`src/rtl/vga_cursor_cmd_ctrl_if.sv`:
```
// Byte-stream command port and committed cursor position for the VGA box controller.
// rx_valid qualifies rx_data for exactly one cycle; there is no ready, every strobed byte is consumed.
interface vga_cursor_cmd_ctrl_if;
  logic [7:0] rx_data;
  logic       rx_valid;
  logic       frame_start;
  logic [7:0] position_x;
  logic [7:0] position_y;
  logic       busy;
  logic       pending;
  logic       cmd_err;
  logic [1:0] state_dbg;

  modport master (
    output rx_data, rx_valid, frame_start,
    input  position_x, position_y, busy, pending, cmd_err, state_dbg
  );

  modport slave (
    input  rx_data, rx_valid, frame_start,
    output position_x, position_y, busy, pending, cmd_err, state_dbg
  );
endinterface

```
`src/rtl/vga_cursor_cmd_ctrl.sv`:
```
// Parses ASCII X/Y/R cursor commands from a UART byte stream, stages the cell
// coordinates and commits them to the renderer only on frame_start.
module vga_cursor_cmd_ctrl #(
  parameter int unsigned TIMEOUT_CYC = 1_000_000,
  parameter int unsigned MAX_X       = 15,
  parameter int unsigned MAX_Y       = 15
) (
  input logic                 clk,
  input logic                 reset_p,
  vga_cursor_cmd_ctrl_if.slave bus
);

  localparam int unsigned CW = $clog2(TIMEOUT_CYC + 1);
  localparam logic [7:0] MAX_X_B = 8'(MAX_X);
  localparam logic [7:0] MAX_Y_B = 8'(MAX_Y);
  localparam logic [7:0] CH_X = 8'h58;
  localparam logic [7:0] CH_Y = 8'h59;
  localparam logic [7:0] CH_R = 8'h52;

  typedef enum logic [1:0] {IDLE, GET_HI, GET_LO, WAIT_TERM} state_t;

  state_t        state_q, state_d;
  logic [CW-1:0] cnt_q;
  logic          axis_y_q, r_cmd_q;
  logic [3:0]    hi_q, lo_q;
  logic [7:0]    shadow_x_q, shadow_y_q;
  logic          pend_x_q, pend_y_q;
  logic [7:0]    pos_x_q, pos_y_q;
  logic          err_q;

  logic       err_d, latch_axis, latch_r, latch_hi, latch_lo, stage_x, stage_y;
  logic [7:0] stage_val;

  function automatic logic [7:0] to_upper(input logic [7:0] b);
    return (b >= 8'h61 && b <= 8'h7A) ? b - 8'h20 : b;
  endfunction

  function automatic logic is_hex(input logic [7:0] u);
    return (u >= 8'h30 && u <= 8'h39) || (u >= 8'h41 && u <= 8'h46);
  endfunction

  function automatic logic [3:0] hex_val(input logic [7:0] u);
    logic [7:0] t;
    t = (u <= 8'h39) ? u - 8'h30 : u - 8'h37;
    return t[3:0];
  endfunction

  logic [7:0] rx_u;
  logic       rx_hex, rx_term, timeout_hit;
  logic [7:0] term_val;

  assign rx_u        = to_upper(bus.rx_data);
  assign rx_hex      = is_hex(rx_u);
  assign rx_term     = (bus.rx_data == 8'h0D) || (bus.rx_data == 8'h0A);
  assign timeout_hit = (cnt_q == CW'(TIMEOUT_CYC));
  assign term_val    = {hi_q, lo_q};

  always_ff @(posedge clk or posedge reset_p) begin
    if (reset_p) state_q <= IDLE;
    else         state_q <= state_d;
  end

  always_comb begin
    state_d    = state_q;
    err_d      = 1'b0;
    latch_axis = 1'b0;
    latch_r    = 1'b0;
    latch_hi   = 1'b0;
    latch_lo   = 1'b0;
    stage_x    = 1'b0;
    stage_y    = 1'b0;
    stage_val  = 8'h00;
    if (bus.rx_valid) begin
      case (state_q)
        IDLE: begin
          if (rx_u == CH_X || rx_u == CH_Y) begin
            latch_axis = 1'b1;
            state_d    = GET_HI;
          end else if (rx_u == CH_R) begin
            latch_r = 1'b1;
            state_d = WAIT_TERM;
          end else if (!rx_term) begin
            err_d = 1'b1;
          end
        end
        GET_HI: begin
          if (rx_hex) begin
            latch_hi = 1'b1;
            state_d  = GET_LO;
          end else begin
            err_d   = 1'b1;
            state_d = IDLE;
          end
        end
        GET_LO: begin
          if (rx_hex) begin
            latch_lo = 1'b1;
            state_d  = WAIT_TERM;
          end else begin
            err_d   = 1'b1;
            state_d = IDLE;
          end
        end
        WAIT_TERM: begin
          state_d = IDLE;
          if (!rx_term) begin
            err_d = 1'b1;
          end else if (r_cmd_q) begin
            stage_x = 1'b1;
            stage_y = 1'b1;
          end else if (axis_y_q) begin
            if (term_val <= MAX_Y_B) begin
              stage_y   = 1'b1;
              stage_val = term_val;
            end else begin
              err_d = 1'b1;
            end
          end else begin
            if (term_val <= MAX_X_B) begin
              stage_x   = 1'b1;
              stage_val = term_val;
            end else begin
              err_d = 1'b1;
            end
          end
        end
        default: state_d = IDLE;
      endcase
    end else if (state_q != IDLE && timeout_hit) begin
      // A byte arriving on the expiry cycle still counts; only silence aborts.
      state_d = IDLE;
      err_d   = 1'b1;
    end
  end

  always_ff @(posedge clk or posedge reset_p) begin
    if (reset_p) begin
      cnt_q      <= '0;
      axis_y_q   <= 1'b0;
      r_cmd_q    <= 1'b0;
      hi_q       <= 4'h0;
      lo_q       <= 4'h0;
      shadow_x_q <= 8'h00;
      shadow_y_q <= 8'h00;
      pend_x_q   <= 1'b0;
      pend_y_q   <= 1'b0;
      pos_x_q    <= 8'h00;
      pos_y_q    <= 8'h00;
      err_q      <= 1'b0;
    end else begin
      err_q <= err_d;
      if (state_d == IDLE || bus.rx_valid) cnt_q <= '0;
      else                                 cnt_q <= cnt_q + CW'(1);
      if (latch_axis) begin
        axis_y_q <= (rx_u == CH_Y);
        r_cmd_q  <= 1'b0;
      end
      if (latch_r)  r_cmd_q <= 1'b1;
      if (latch_hi) hi_q    <= hex_val(rx_u);
      if (latch_lo) lo_q    <= hex_val(rx_u);
      // Commit reads the flags and shadows as they were before this edge;
      // a value staged on the same edge waits for the next frame.
      if (bus.frame_start) begin
        if (pend_x_q) begin
          pos_x_q  <= shadow_x_q;
          pend_x_q <= 1'b0;
        end
        if (pend_y_q) begin
          pos_y_q  <= shadow_y_q;
          pend_y_q <= 1'b0;
        end
      end
      if (stage_x) begin
        shadow_x_q <= stage_val;
        pend_x_q   <= 1'b1;
      end
      if (stage_y) begin
        shadow_y_q <= stage_val;
        pend_y_q   <= 1'b1;
      end
    end
  end

  always_comb begin
    bus.busy       = (state_q != IDLE);
    bus.pending    = pend_x_q | pend_y_q;
    bus.cmd_err    = err_q;
    bus.position_x = pos_x_q;
    bus.position_y = pos_y_q;
    bus.state_dbg  = state_q;
  end

endmodule

```
`src/flat_wrapper.sv`:
```
// flat-port wrapper written by rule: the top's interface ports become plain ports
module vga_cursor_cmd_ctrl_flat 
#(
  parameter int unsigned TIMEOUT_CYC = 1_000_000,
  parameter int unsigned MAX_X       = 15,
  parameter int unsigned MAX_Y       = 15
)
  (clk, reset_p, bus_rx_data, bus_rx_valid, bus_frame_start, bus_position_x, bus_position_y, bus_busy, bus_pending, bus_cmd_err, bus_state_dbg);
  vga_cursor_cmd_ctrl_if bus_i ();
  input logic clk;
  input logic reset_p;
  input wire logic [$bits(bus_i.rx_data)-1:0] bus_rx_data;
  input wire logic [$bits(bus_i.rx_valid)-1:0] bus_rx_valid;
  input wire logic [$bits(bus_i.frame_start)-1:0] bus_frame_start;
  output wire logic [$bits(bus_i.position_x)-1:0] bus_position_x;
  output wire logic [$bits(bus_i.position_y)-1:0] bus_position_y;
  output wire logic [$bits(bus_i.busy)-1:0] bus_busy;
  output wire logic [$bits(bus_i.pending)-1:0] bus_pending;
  output wire logic [$bits(bus_i.cmd_err)-1:0] bus_cmd_err;
  output wire logic [$bits(bus_i.state_dbg)-1:0] bus_state_dbg;
  assign bus_i.rx_data = bus_rx_data;
  assign bus_i.rx_valid = bus_rx_valid;
  assign bus_i.frame_start = bus_frame_start;
  assign bus_position_x = bus_i.position_x;
  assign bus_position_y = bus_i.position_y;
  assign bus_busy = bus_i.busy;
  assign bus_pending = bus_i.pending;
  assign bus_cmd_err = bus_i.cmd_err;
  assign bus_state_dbg = bus_i.state_dbg;
  vga_cursor_cmd_ctrl #(.TIMEOUT_CYC(TIMEOUT_CYC), .MAX_X(MAX_X), .MAX_Y(MAX_Y)) u_core (.clk(clk), .reset_p(reset_p), .bus(bus_i));
endmodule
```
`config.mk`:
```
export PLATFORM = sky130hd
export DESIGN_NAME = vga_cursor_cmd_ctrl_flat
export DESIGN_NICKNAME = d
export VERILOG_FILES = /design/src/rtl/vga_cursor_cmd_ctrl_if.sv /design/src/rtl/vga_cursor_cmd_ctrl.sv /design/src/flat_wrapper.sv
export SDC_FILE = /design/constraint.sdc
export NUM_CORES = 1
export LEC_CHECK = 0
export ABC_AREA = 1
export ABC_CLOCK_PERIOD_IN_PS = 2840
export CORE_ASPECT_RATIO = 0.5
export CORE_MARGIN = 3
export CORE_UTILIZATION = 45
export DETAILED_ROUTE_END_ITERATION = 16
export PLACE_DENSITY = 0.69
export REMOVE_ABC_BUFFERS = 1
export SYNTH_ARGS = -nofsm -noshare
export SYNTH_HDL_FRONTEND = slang
export SYNTH_SLANG_ARGS = --single-unit
```
`constraint.sdc`:
```
create_clock -name clk -period 2.84 [get_ports clk]
set_input_delay 0.426 -clock clk [delete_from_list [all_inputs] [get_ports clk]]
set_output_delay 0.426 -clock clk [all_outputs]
set_load 0.05 [all_outputs]
```
==> flow_metrics.env, run 1 <==
export IMPL_rsz0062_at_grt="false"
export IMPL_wl_met3_um=266
export IMPL_die_h_um=68.3
export IMPL_synth_avg_cell_area_um2=8.11
export IMPL_power_frac_seq_pct=37.9
export IMPL_setup_tns_ns=0
export IMPL_grt_pass1_wl_mm=11.0
export IMPL_clock_sinks=67
export IMPL_final_layout_size_suffix_gt1_share_pct=9.77
export IMPL_synth_async_reset_ratio_pct=100
export IMPL_grt_usage_pct=16.0
export IMPL_clock_skew_ns=0.00657
export IMPL_ant_nets=0
export IMPL_synth_seq_cells=67
export IMPL_crit_required_ns=2.41
export IMPL_setup_viol=0
export IMPL_slew_violations=0
export IMPL_drc=0
export IMPL_ctsResizeCount=0
export IMPL_cts_tree="yes"
export IMPL_multiInputGateArea_um2=1460
export IMPL_cts_buffer_depth=2
export IMPL_internal_power_uw=2010
export IMPL_gp_congestion=0.888
export IMPL_clk_pin_slew_ns=0.06
export IMPL_yosys_warnings=0
export IMPL_hold_viol=0
export IMPL_io_pin_count=33
export IMPL_overflow=0
export IMPL_vias=2690
export IMPL_antennaDiodeCount=0
export IMPL_worst_r2r_path_depth=12
export IMPL_initial_utilization_pct=47.0
export IMPL_postCtsSetupBuffers=0
export IMPL_syn_area_um2=3500
export IMPL_power_uw=2850
export IMPL_r2r_start="u_core.bus.state_dbg[0]"
export IMPL_fin_crit_sh_pct=88.2
export IMPL_cts_max_level=3
export IMPL_viasPerCell=4.66
export IMPL_comb_power_share_pct=20.2
export IMPL_p_switching_uw=845
export IMPL_top_layer="met4"
export IMPL_syn_inst=431
export IMPL_switching_share_pct=29.6
export IMPL_p_per_area_nw_per_um2=663
export IMPL_die_w_um=131
export IMPL_regArea_um2=1680
export IMPL_rows=22
export IMPL_reg2reg_slack_ns=0.64
export IMPL_antenna_found_initial=0
export IMPL_drt_iter0_drc=154
export IMPL_max_vdd_ir_drop_uv=371
export IMPL_clk_latency_ns=0.33
export IMPL_synth_cell_type_count=31
export IMPL_synth_ff_type="dfrtp_1"
export IMPL_yosysSeqAreaShare_pct=48.0
export IMPL_die_area_um2=8930
export IMPL_fmax_ghz=0.399
export IMPL_holdBufCountCts=0
export IMPL_maxSlewHeadroom_pct=66.1
export IMPL_holdCritPathClass="input pin to async pin"
export IMPL_crit_path_max_fanout=5
export IMPL_cts_buffers=9
export IMPL_met1Wirelength_mm=3.43
export IMPL_finalCriticalPeriod_ns=2.51
export IMPL_fin_util_pct=57.9
export IMPL_whs_ns=0.466
export IMPL_coreArea_um2=7430
export IMPL_critPathLaunchType="flop"
export IMPL_wl_per_cell_um=11.5
export IMPL_synthToLayoutAreaGrowth_pct=23.1
export IMPL_power_leakage_uw=0.00236
export IMPL_grt_max_degree=68
export IMPL_worstMarginPinSlew_ns=0.507
export IMPL_routed_wl_mm=6.62
export IMPL_worstPathArrival_ns=2.08
export IMPL_final_cell_mix="109 x nand2_1, 82 x inv_1, 67 x dfrtp_1, 38 x nor2_1, 32 x clkdlybuf4s50_1"
export IMPL_nets=502
export IMPL_outcome="complete, no violations"
export IMPL_max_cap_viol_count=0
export IMPL_final_common_cell="nand2_1"
export IMPL_wl_met2_mm=2.88
export IMPL_port_buffers=32
export IMPL_n_fill_cell=687
export IMPL_dr_pass1_iters=4
export IMPL_endpoint_kind="primary output"
export IMPL_clockRootBuffer="clkbuf_16"
export IMPL_path_class="flop to primary output"
export IMPL_reg2reg_to="u_core.cnt_q[0]"
export IMPL_dp_hpwl_mm=4.84
export IMPL_grt_pass1_vias=2438
export IMPL_pwr_share_clk_pct=42.0
export IMPL_synth_edf_count=0
-- stage by stage --
| stage | setup slack (ns) | cells | instance area (um2) |
|---|---|---|---|
| 4_1_cts | 0.307 | 577 | 4300 |
| 3_3_place_gp | 0.186 | 561 | 3980 |
| 5_1_grt | 0.239 | 577 | 4300 |
| 3_5_place_dp | 0.147 | 561 | 3980 |
| 6_report | 0.334 | 577 | 4300 |
| 2_1_floorplan | 0.652 | 427 | 3470 |
-- routing by layer --
metal	up-vias	global-route usage [%]
li1	1416	-
met1	1219	21.8
met2	50	25.0
met3	5	4.21
met4	0	5.26
met5	-	0
-- logic make-up (layout without fill, tap and decap cells) --
group | after synthesis | in the layout | synth area share [%]
xor gates and xnor gates | 18 | 18 | 4.51
adders and majority gates | 14 | 14 | 5.01
and+or+nand+nor | 192 | 192 | 23.3
DFF | 67 | 67 | 48.0
muxes | 8 | 8 | 2.58
AOI/OAI and AO/OA | 39 | 39 | 6.37
buffers and inverters | 93 | 143 | 10.3
-- worst max path at each step --
stage                                        from          endpoint  cells past startpoint
after floorplan                    bus_rx_data[0]  u_core.cnt_q[12]                     18
after global placement             bus_rx_data[1]  u_core.cnt_q[12]                     17
after detailed placement           bus_rx_data[1]   u_core.cnt_q[0]                     17
after CTS                 u_core.bus.state_dbg[0]          bus_busy                      4
after global routing               bus_rx_data[1]   u_core.cnt_q[0]                     17
final                     u_core.bus.state_dbg[0]          bus_busy                      4
-- area by class of cell --
| class | instances | area share, % |
|---|---|---|
| inverter | 89 | 7.76 |
| tap | 96 | 2.79 |
| multi-input combinational | 271 | 33.9 |
| timing repair buffer | 38 | 9.07 |
| clock inverter | 7 | 2.30 |
| sequential | 67 | 39.0 |
| clock buffer | 9 | 5.23 |
-- cells in the mapped netlist, types with 3 or more instances --
library cell,count,area [um2]
inv_2,6,22.5
nor3_1,8,40.0
nand4_1,8,50.1
xor2_1,15,131
nor4_1,4,25.0
nand2_1,109,409
dfrtp_1,67,1680
ha_1,14,175
nand3_1,14,70.1
xnor2_1,3,26.3
mux2_2,8,90.1
o21ai_0,23,115
nor2_1,38,143
nand2_2,5,31.3
a21oi_1,9,45.0
inv_1,83,312
-- power groups by stage --
stage	Sequential, uW	Combinational, uW	Clock [uW]
global route	1090	636	1260
global placement	1100	571	0
finish	1080	575	1200
floorplan	1170	302	0
detailed placement	1100	579	0
CTS	1080	582	1220
-- registers in the layout, summed over array words and instances (netlist names), 2 cells and up --
| signal | count |
|---|---|
| u_core.bus.state_dbg | 2 |
| u_core.cnt_q | 20 |
| u_core.hi_q | 4 |
| u_core.bus.position_x | 8 |
| u_core.shadow_y_q | 8 |
| u_core.lo_q | 4 |
| u_core.shadow_x_q | 8 |
| u_core.bus.position_y | 8 |
-- worst max-delay path, stage by stage, from the launching register on --
cell and delay, ns:
dfrtp_1 0.44, inv_1 0.13, ha_1 0.27, inv_1 0.11, clkdlybuf4s50_1 0.81
(Power assumes the default switching activity.)
==> run 2, diff against run 1 <==
Settings changed: CTS_CLUSTER_SIZE set to 10.
==> results of run 2 <==
The final DEF is identical to that of run 1; final timing and power are the same.
